--- src/rtl/pong_pkg.sv ---
// Shared types and constants for the Pong game controller.
package pong_pkg;

  typedef enum logic [1:0] {
    NEWGAME = 2'd0,
    PLAY    = 2'd1,
    NEWBALL = 2'd2,
    OVER    = 2'd3
  } state_e;

  localparam logic [7:0] SCORE_MAX     = 8'h99;
  localparam int unsigned LIVES_DEFAULT = 3;

endpackage

--- src/rtl/bcd2_counter.sv ---
// Two-digit BCD up-counter that saturates at 99; clr has priority over inc.
module bcd2_counter
  import pong_pkg::*;
(
  input  logic       clk,
  input  logic       reset_n,
  input  logic       clr,
  input  logic       inc,
  output logic [7:0] q
);

  logic [7:0] q_q, q_d;

  always_comb begin
    q_d = q_q;
    if (clr) begin
      q_d = '0;
    end else if (inc && (q_q != SCORE_MAX)) begin
      if (q_q[3:0] == 4'd9) begin
        q_d = {q_q[7:4] + 4'd1, 4'd0};
      end else begin
        q_d = {q_q[7:4], q_q[3:0] + 4'd1};
      end
    end
  end

  always_ff @(posedge clk or negedge reset_n) begin
    if (!reset_n) q_q <= '0;
    else          q_q <= q_d;
  end

  assign q = q_q;

endmodule

--- src/rtl/pong_game_ctrl.sv ---
// Pong game sequencer: FSM, lives and BCD score, countdown timer handshake.
// Optional pause input enabled by defining PONG_PAUSE_EN.
module pong_game_ctrl
  import pong_pkg::*;
#(
  parameter int unsigned LIVES = LIVES_DEFAULT,
  parameter int unsigned LW    = 4
) (
  input  logic          clk,
  input  logic          reset_n,
  input  logic [1:0]    btn,
  input  logic          hit,
  input  logic          miss,
  input  logic          timer_up,
`ifdef PONG_PAUSE_EN
  input  logic          pause,
`endif
  output logic          timer_start,
  output logic          gra_still,
  output logic [1:0]    state,
  output logic [LW-1:0] lives,
  output logic [7:0]    score
);

  state_e        state_q, state_d;
  logic [LW-1:0] lives_q, lives_d;
  logic          score_clr, score_inc;
  logic          active;

`ifdef PONG_PAUSE_EN
  logic paused_q, paused_d;
  logic pause_q;

  always_comb begin
    paused_d = 1'b0;
    if (state_q == PLAY) begin
      paused_d = paused_q ^ (pause && !pause_q);
      if (state_d != PLAY) paused_d = 1'b0;
    end
  end

  always_ff @(posedge clk or negedge reset_n) begin
    if (!reset_n) begin
      paused_q <= 1'b0;
      pause_q  <= 1'b0;
    end else begin
      paused_q <= paused_d;
      pause_q  <= pause;
    end
  end

  assign active = !paused_q;
`else
  assign active = 1'b1;
`endif

  always_comb begin
    state_d     = state_q;
    lives_d     = lives_q;
    timer_start = 1'b0;
    score_clr   = 1'b0;
    score_inc   = 1'b0;
    case (state_q)
      NEWGAME: begin
        lives_d   = LW'(LIVES);
        score_clr = 1'b1;
        if (btn != 2'b00) state_d = PLAY;
      end
      PLAY: begin
        // miss outranks a simultaneous hit
        if (active && miss) begin
          timer_start = 1'b1;
          if (lives_q > LW'(1)) begin
            lives_d = lives_q - LW'(1);
            state_d = NEWBALL;
          end else begin
            lives_d = '0;
            state_d = OVER;
          end
        end else if (active && hit) begin
          score_inc = 1'b1;
        end
      end
      NEWBALL: begin
        if (timer_up && (btn != 2'b00)) state_d = PLAY;
      end
      OVER: begin
        if (timer_up) begin
          state_d   = NEWGAME;
          lives_d   = LW'(LIVES);
          score_clr = 1'b1;
        end
      end
    endcase
  end

  always_ff @(posedge clk or negedge reset_n) begin
    if (!reset_n) begin
      state_q <= NEWGAME;
      lives_q <= LW'(LIVES);
    end else begin
      state_q <= state_d;
      lives_q <= lives_d;
    end
  end

  bcd2_counter u_score (
    .clk     (clk),
    .reset_n (reset_n),
    .clr     (score_clr),
    .inc     (score_inc),
    .q       (score)
  );

  assign gra_still = (state_q != PLAY) || !active;
  assign state     = state_q;
  assign lives     = lives_q;

endmodule

--- config.mk ---
export PLATFORM = sky130hd
export DESIGN_NAME = pong_game_ctrl
export DESIGN_NICKNAME = d
export VERILOG_FILES = /design/src/rtl/pong_pkg.sv /design/src/rtl/bcd2_counter.sv /design/src/rtl/pong_game_ctrl.sv
export SDC_FILE = /design/constraint.sdc
export NUM_CORES = 1
export LEC_CHECK = 0
export CAP_MARGIN = 5
export CORE_MARGIN = 3
export CORE_UTILIZATION = 53
export DETAILED_ROUTE_END_ITERATION = 6
export GPL_TIMING_DRIVEN = 0
export HOLD_SLACK_MARGIN = 0.03
export PLACE_DENSITY = 0.83
export SLEW_MARGIN = 20
export SYNTH_ARGS = -nofsm -noshare
export SYNTH_HDL_FRONTEND = slang
export SYNTH_SLANG_ARGS = --single-unit
--- constraint.sdc ---
create_clock -name clk -period 4.99 [get_ports clk]
set_input_delay 0.7485 -clock clk [delete_from_list [all_inputs] [get_ports clk]]
set_output_delay 0.7485 -clock clk [all_outputs]
set_load 0.03 [all_outputs]
## After elaboration in Yosys (flattened, before gate mapping)

Index checks and enable logic that the tools add are counted.

| word-level totals | value |
|---|---|
| register bits | 14 |
| output and inout bits | 16 |

| cells by class | value |
|---|---|
| $add $sub $neg | 3 |
| order comparisons | 1 |
| equality and inequality tests | 10 |
| multiplexer cells | 20 |
| reductions and logical operators | 10 |

Operator list:

| operator | count |
|---|---|
| 2-to-1 mux 8 bit | 3 |
| 2-to-1 mux 4 bit | 3 |
| case mux 4 bit (3 select lines) | 1 |
| adder 4 x 1 -> 4 bit (second input constant) | 2 |
| 2-to-1 mux 2 bit | 4 |
| inequality test 2 bit (second input constant) | 4 |
| inequality test 8 bit (second input constant) | 1 |
| case mux 2 bit (4 select lines) | 1 |
| 2-to-1 mux 1 bit | 7 |
| nonzero test 2 bit | 3 |
| == test 2 bit (second input constant) | 2 |
| == test 4 bit (second input constant) | 1 |
| greater-than comparator 4 x 1 -> 1 bit (second input constant) | 1 |
| AND reduction 4 bit | 1 |
| subtractor 4 x 1 -> 4 bit (second input constant) | 1 |
| AND reduction 3 bit | 1 |
| nonzero test 3 bit | 1 |
| == test 2 x 1 -> 1 bit (second input constant) | 1 |
| logical AND 1 bit | 2 |
| zero test 2 bit | 1 |
| inequality test 2 x 1 -> 1 bit (second input constant) | 1 |
| case mux 1 bit (2 select lines) | 1 |
| AND reduction 2 bit | 1 |

## Logic depth before layout (Yosys ltp)

| logic depth | value |
|---|---|
| word-level depth | 6 |
| mapped depth | 6 |

## Cells and area by module

Synthesis repeated with hierarchy kept, for this count alone.

| unflattened totals | value |
|---|---|
| cell total of the unflattened synthesis | 104 |
| area total of the unflattened synthesis | 1014.7 um^2 |

By module, submodules not included:

| module | times used | cells an instance | area an instance (um^2) | sequential area each (um^2) |
|---|---|---|---|---|
| pong_game_ctrl | 1 | 54 | 524.3 | 152.6 |
| bcd2_counter | 1 | 50 | 490.5 | 200.2 |

## Worst setup path before layout

OpenSTA, ideal clock, no wires.

| path | value |
|---|---|
| kind | reg2out |
| start | register state_q[1] (netlist: state[1]) |
| end | output timer_start |
| arrival | 1.336 ns |
| data required time | 4.242 ns |
| setup slack | 2.905 ns |
| cell stages (with the launch flop) | 5 |
| path through | dfrtp_1 inv_1 ha_1 buf_4 and2_1 |

| between the ends | value |
|---|---|
| word-level cells in the longest chain between the ends | 2 |

Ends and longest elaborated chain:

| item | line | RTL |
|---|---|---|
| from (decl) | pong_game_ctrl.sv:25 | `state_e state_q, state_d;` |
| from (signal assigned) | pong_game_ctrl.sv:102 | `state_q <= state_d;` |
| == test 2 x 1 -> 1 bit | pong_game_ctrl.sv:63 | `case (state_q)` |
| 2-to-1 mux 1 bit | pong_game_ctrl.sv:63 |  |
| to (decl) | pong_game_ctrl.sv:18 | `output logic timer_start,` |

No other way between the ends.

## Worst setup path after layout

Ends and elaborated chain as after synthesis.

==> results.ini <==
[placement]
post-place-cells = 149
port_buffers = 22
dp.final_hpwl_mm = 1.72
post-place-ws_ns = 2.10
place_congestion = 0.869

[flow_run]
cap_violations = 0

[critical_path]
crit_path_max_fanout = 10
cp-start-kind = flop
path_class = flop to primary output
crit_required_ns = 4.24
critPathCaptureType = primary output
cp.arrival_ns = 2.15

[grt]
gr-total-overflow = 0
grtUsageMet3_pct = 3.26
grt_usage_pct = 19.6
antenna_found_initial = 0
grt_pass1_wl_mm = 3.78
top_usage_layer = met2
grt_pass1_vias = 872
met1_usage_pct = 23.0
met2_usage_pct = 34.1
grt_max_degree = 15

[final_layout]
drive_above_1_share_pct = 8.59
n_antenna_cell = 0
utilization_pct = 73.7
area_growth_pct = 26.8
layout.nets = 148
nFillCells = 136
fin_cells = 153

[sta]
whs_ns = 0.536
finalSetupViolations = 0
finalCriticalPeriod_ns = 2.89
rsz0062_at_grt = no
max_clock_freq_mhz = 346
maxSlewViolCount = 0
finalWorstSetupSlack_ns = 2.10
finClkSkew_ns = 0.00765
timing.final.hold_violations = 0
post-route-period-util_pct = 58.0
tightest_slew_ns = 0.648
max_slew_margin_pct = 56.7
fin_tns_setup_ns = 0

[die]
initial_core_util_pct = 58.1
row_count = 15
fp.coreArea_mm2 = 0.00178
die_area_mm2 = 0.00252
dieWidth_um = 50.2
fp.dieH_um = 50.2
ios = 23

[clock_tree]
cts.sinks = 14
hold_buffers = 0
cts_buffer_depth = 2
cts_tree = yes
cts_buffers = 3
cts.repair.resized = 0
clock_latency_ns = 0.29
root_buffer = clkbuf_4
clkTransAtPathRegs_ns = 0.09
htreeDepth = 1
cts_setup_buffers = 0

[yosys]
yosys.area.top_type_share_pct = 29.0
async_flop_share_pct = 100
synth_area_leaders = dfrtp_1, ha_1, dfstp_2, nand3b_4, inv_1
ys_types = 38
synth_seq_cells = 14
syn-mean-instance-area_um2 = 10.2
syn_inst = 102
yosysWarnings = 0
synth_common_cells = dfrtp_1, ha_1, inv_1
netlist_area_mm2 = 0.00104
synth_edf_count = 0
syn_nets = 121
synth_flop_cell = dfrtp_1
yosysSeqAreaShare_pct = 34.1
synth_top_cell_by_area = dfrtp_1

[route]
vias_per_cell = 5.90
vias = 903
routed_wl_mm = 2.21
dr.pass1.iters = 4
post_drt_wl_per_cell_um = 14.4
drt_iter0_markers = 12
drc_errors = 0
ant_nets = 0

[pwr]
p_leak_uw = 0.000582
ir_worst_vdd_mv = 0.320
pwr_density_cell_mw_per_mm2 = 462

[status]
status = completed

[worst_hold_path]
hold_class = flop to flop

## registers in the layout (all words and copies together) (netlist names)
| register | count |
|---|---|
| u_score.q | 8 |
| lives | 4 |
| state | 2 |
## power breakdown
group / leakage (uW) / switching, uW / internal (uW)
Sequential: 0.000184 / 34.4 / 139
Combinational: 0.000383 / 216 / 149
Clock: 0.0000150 / 37.9 / 31.1
## routing by layer
layer | vias to the layer above | routed length [um]
li1 | 440 | -
met1 | 435 | 995
met2 | 23 | 1070
met3 | 5 | 94
met4 | 0 | 46
met5 | - | 0
## layout make-up
type / instances / area (um^2) / share of cell area (%)
Buffer: 2 / 11.3 / 0.857
Clock buffer: 4 / 26.3 / 2.00
Inverter: 9 / 33.8 / 2.57
Multi-Input combinational cell: 77 / 638 / 48.6
Sequential cell: 14 / 353 / 26.9
Tap cell: 25 / 31.3 / 2.38
Timing Repair Buffer: 22 / 220 / 16.8
## per-stage QoR
| stage | total power [uW] | area, um^2 |
|---|---|---|
| 5_1_grt | 655 | 1310 |
| 4_1_cts | 610 | 1310 |
| 2_1_floorplan | 424 | 1040 |
| 6_report | 607 | 1310 |
| 3_5_place_dp | 537 | 1290 |
| 3_3_place_gp | 527 | 1290 |
## logic make-up (layout without fill, tap and decap cells)
logic type                 Yosys count  after routing  synth area share [%]
and+or+nand+nor                     25             25                  17.3
adders and majority gates           12             12                  14.5
DFF                                 14             14                  34.1
buffers and inverters               11             37                  4.35
muxes                                5              5                  5.07
AOI/OAI and AO/OA                   35             35                  24.8
## worst max-delay path, stage by stage, from the launching register on
cell and delay, ns:
dfrtp_1 0.45, inv_1 0.15, ha_1 0.25, buf_4 0.19
and2_1 0.13, clkdlybuf4s50_1 0.67
## worst paths after layout
kind / start / to / slack (ns) / cells past startpoint
worst max-delay path: state[1] / timer_start / 2.10 / 5
worst min-delay path: lives[3] / lives[3] / 0.54 / 1
worst max register to register: state[0] / u_score.q[1] / 3.15 / 5
worst min register to register: lives[3] / lives[3] / 0.54 / 1
max in group asynchronous: reset_n / lives[2] / 3.72 / 1
min in group asynchronous: reset_n / u_score.q[7] / 0.85 / 1
## cell usage in the layout (no fill, tap or decap), types with 3 or more instances in the layout
cell and n:
o21bai_1 4, inv_1 9, a21oi_1 4, mux2i_1 3, dfrtp_1 12, nor2b_1 3
nand3_1 3, o21ai_0 6, a31oi_1 4, clkbuf_4 3, nor3_1 3, o31ai_1 4
ha_1 12, clkdlybuf4s50_1 22
Power figures use the tool's default switching activity.
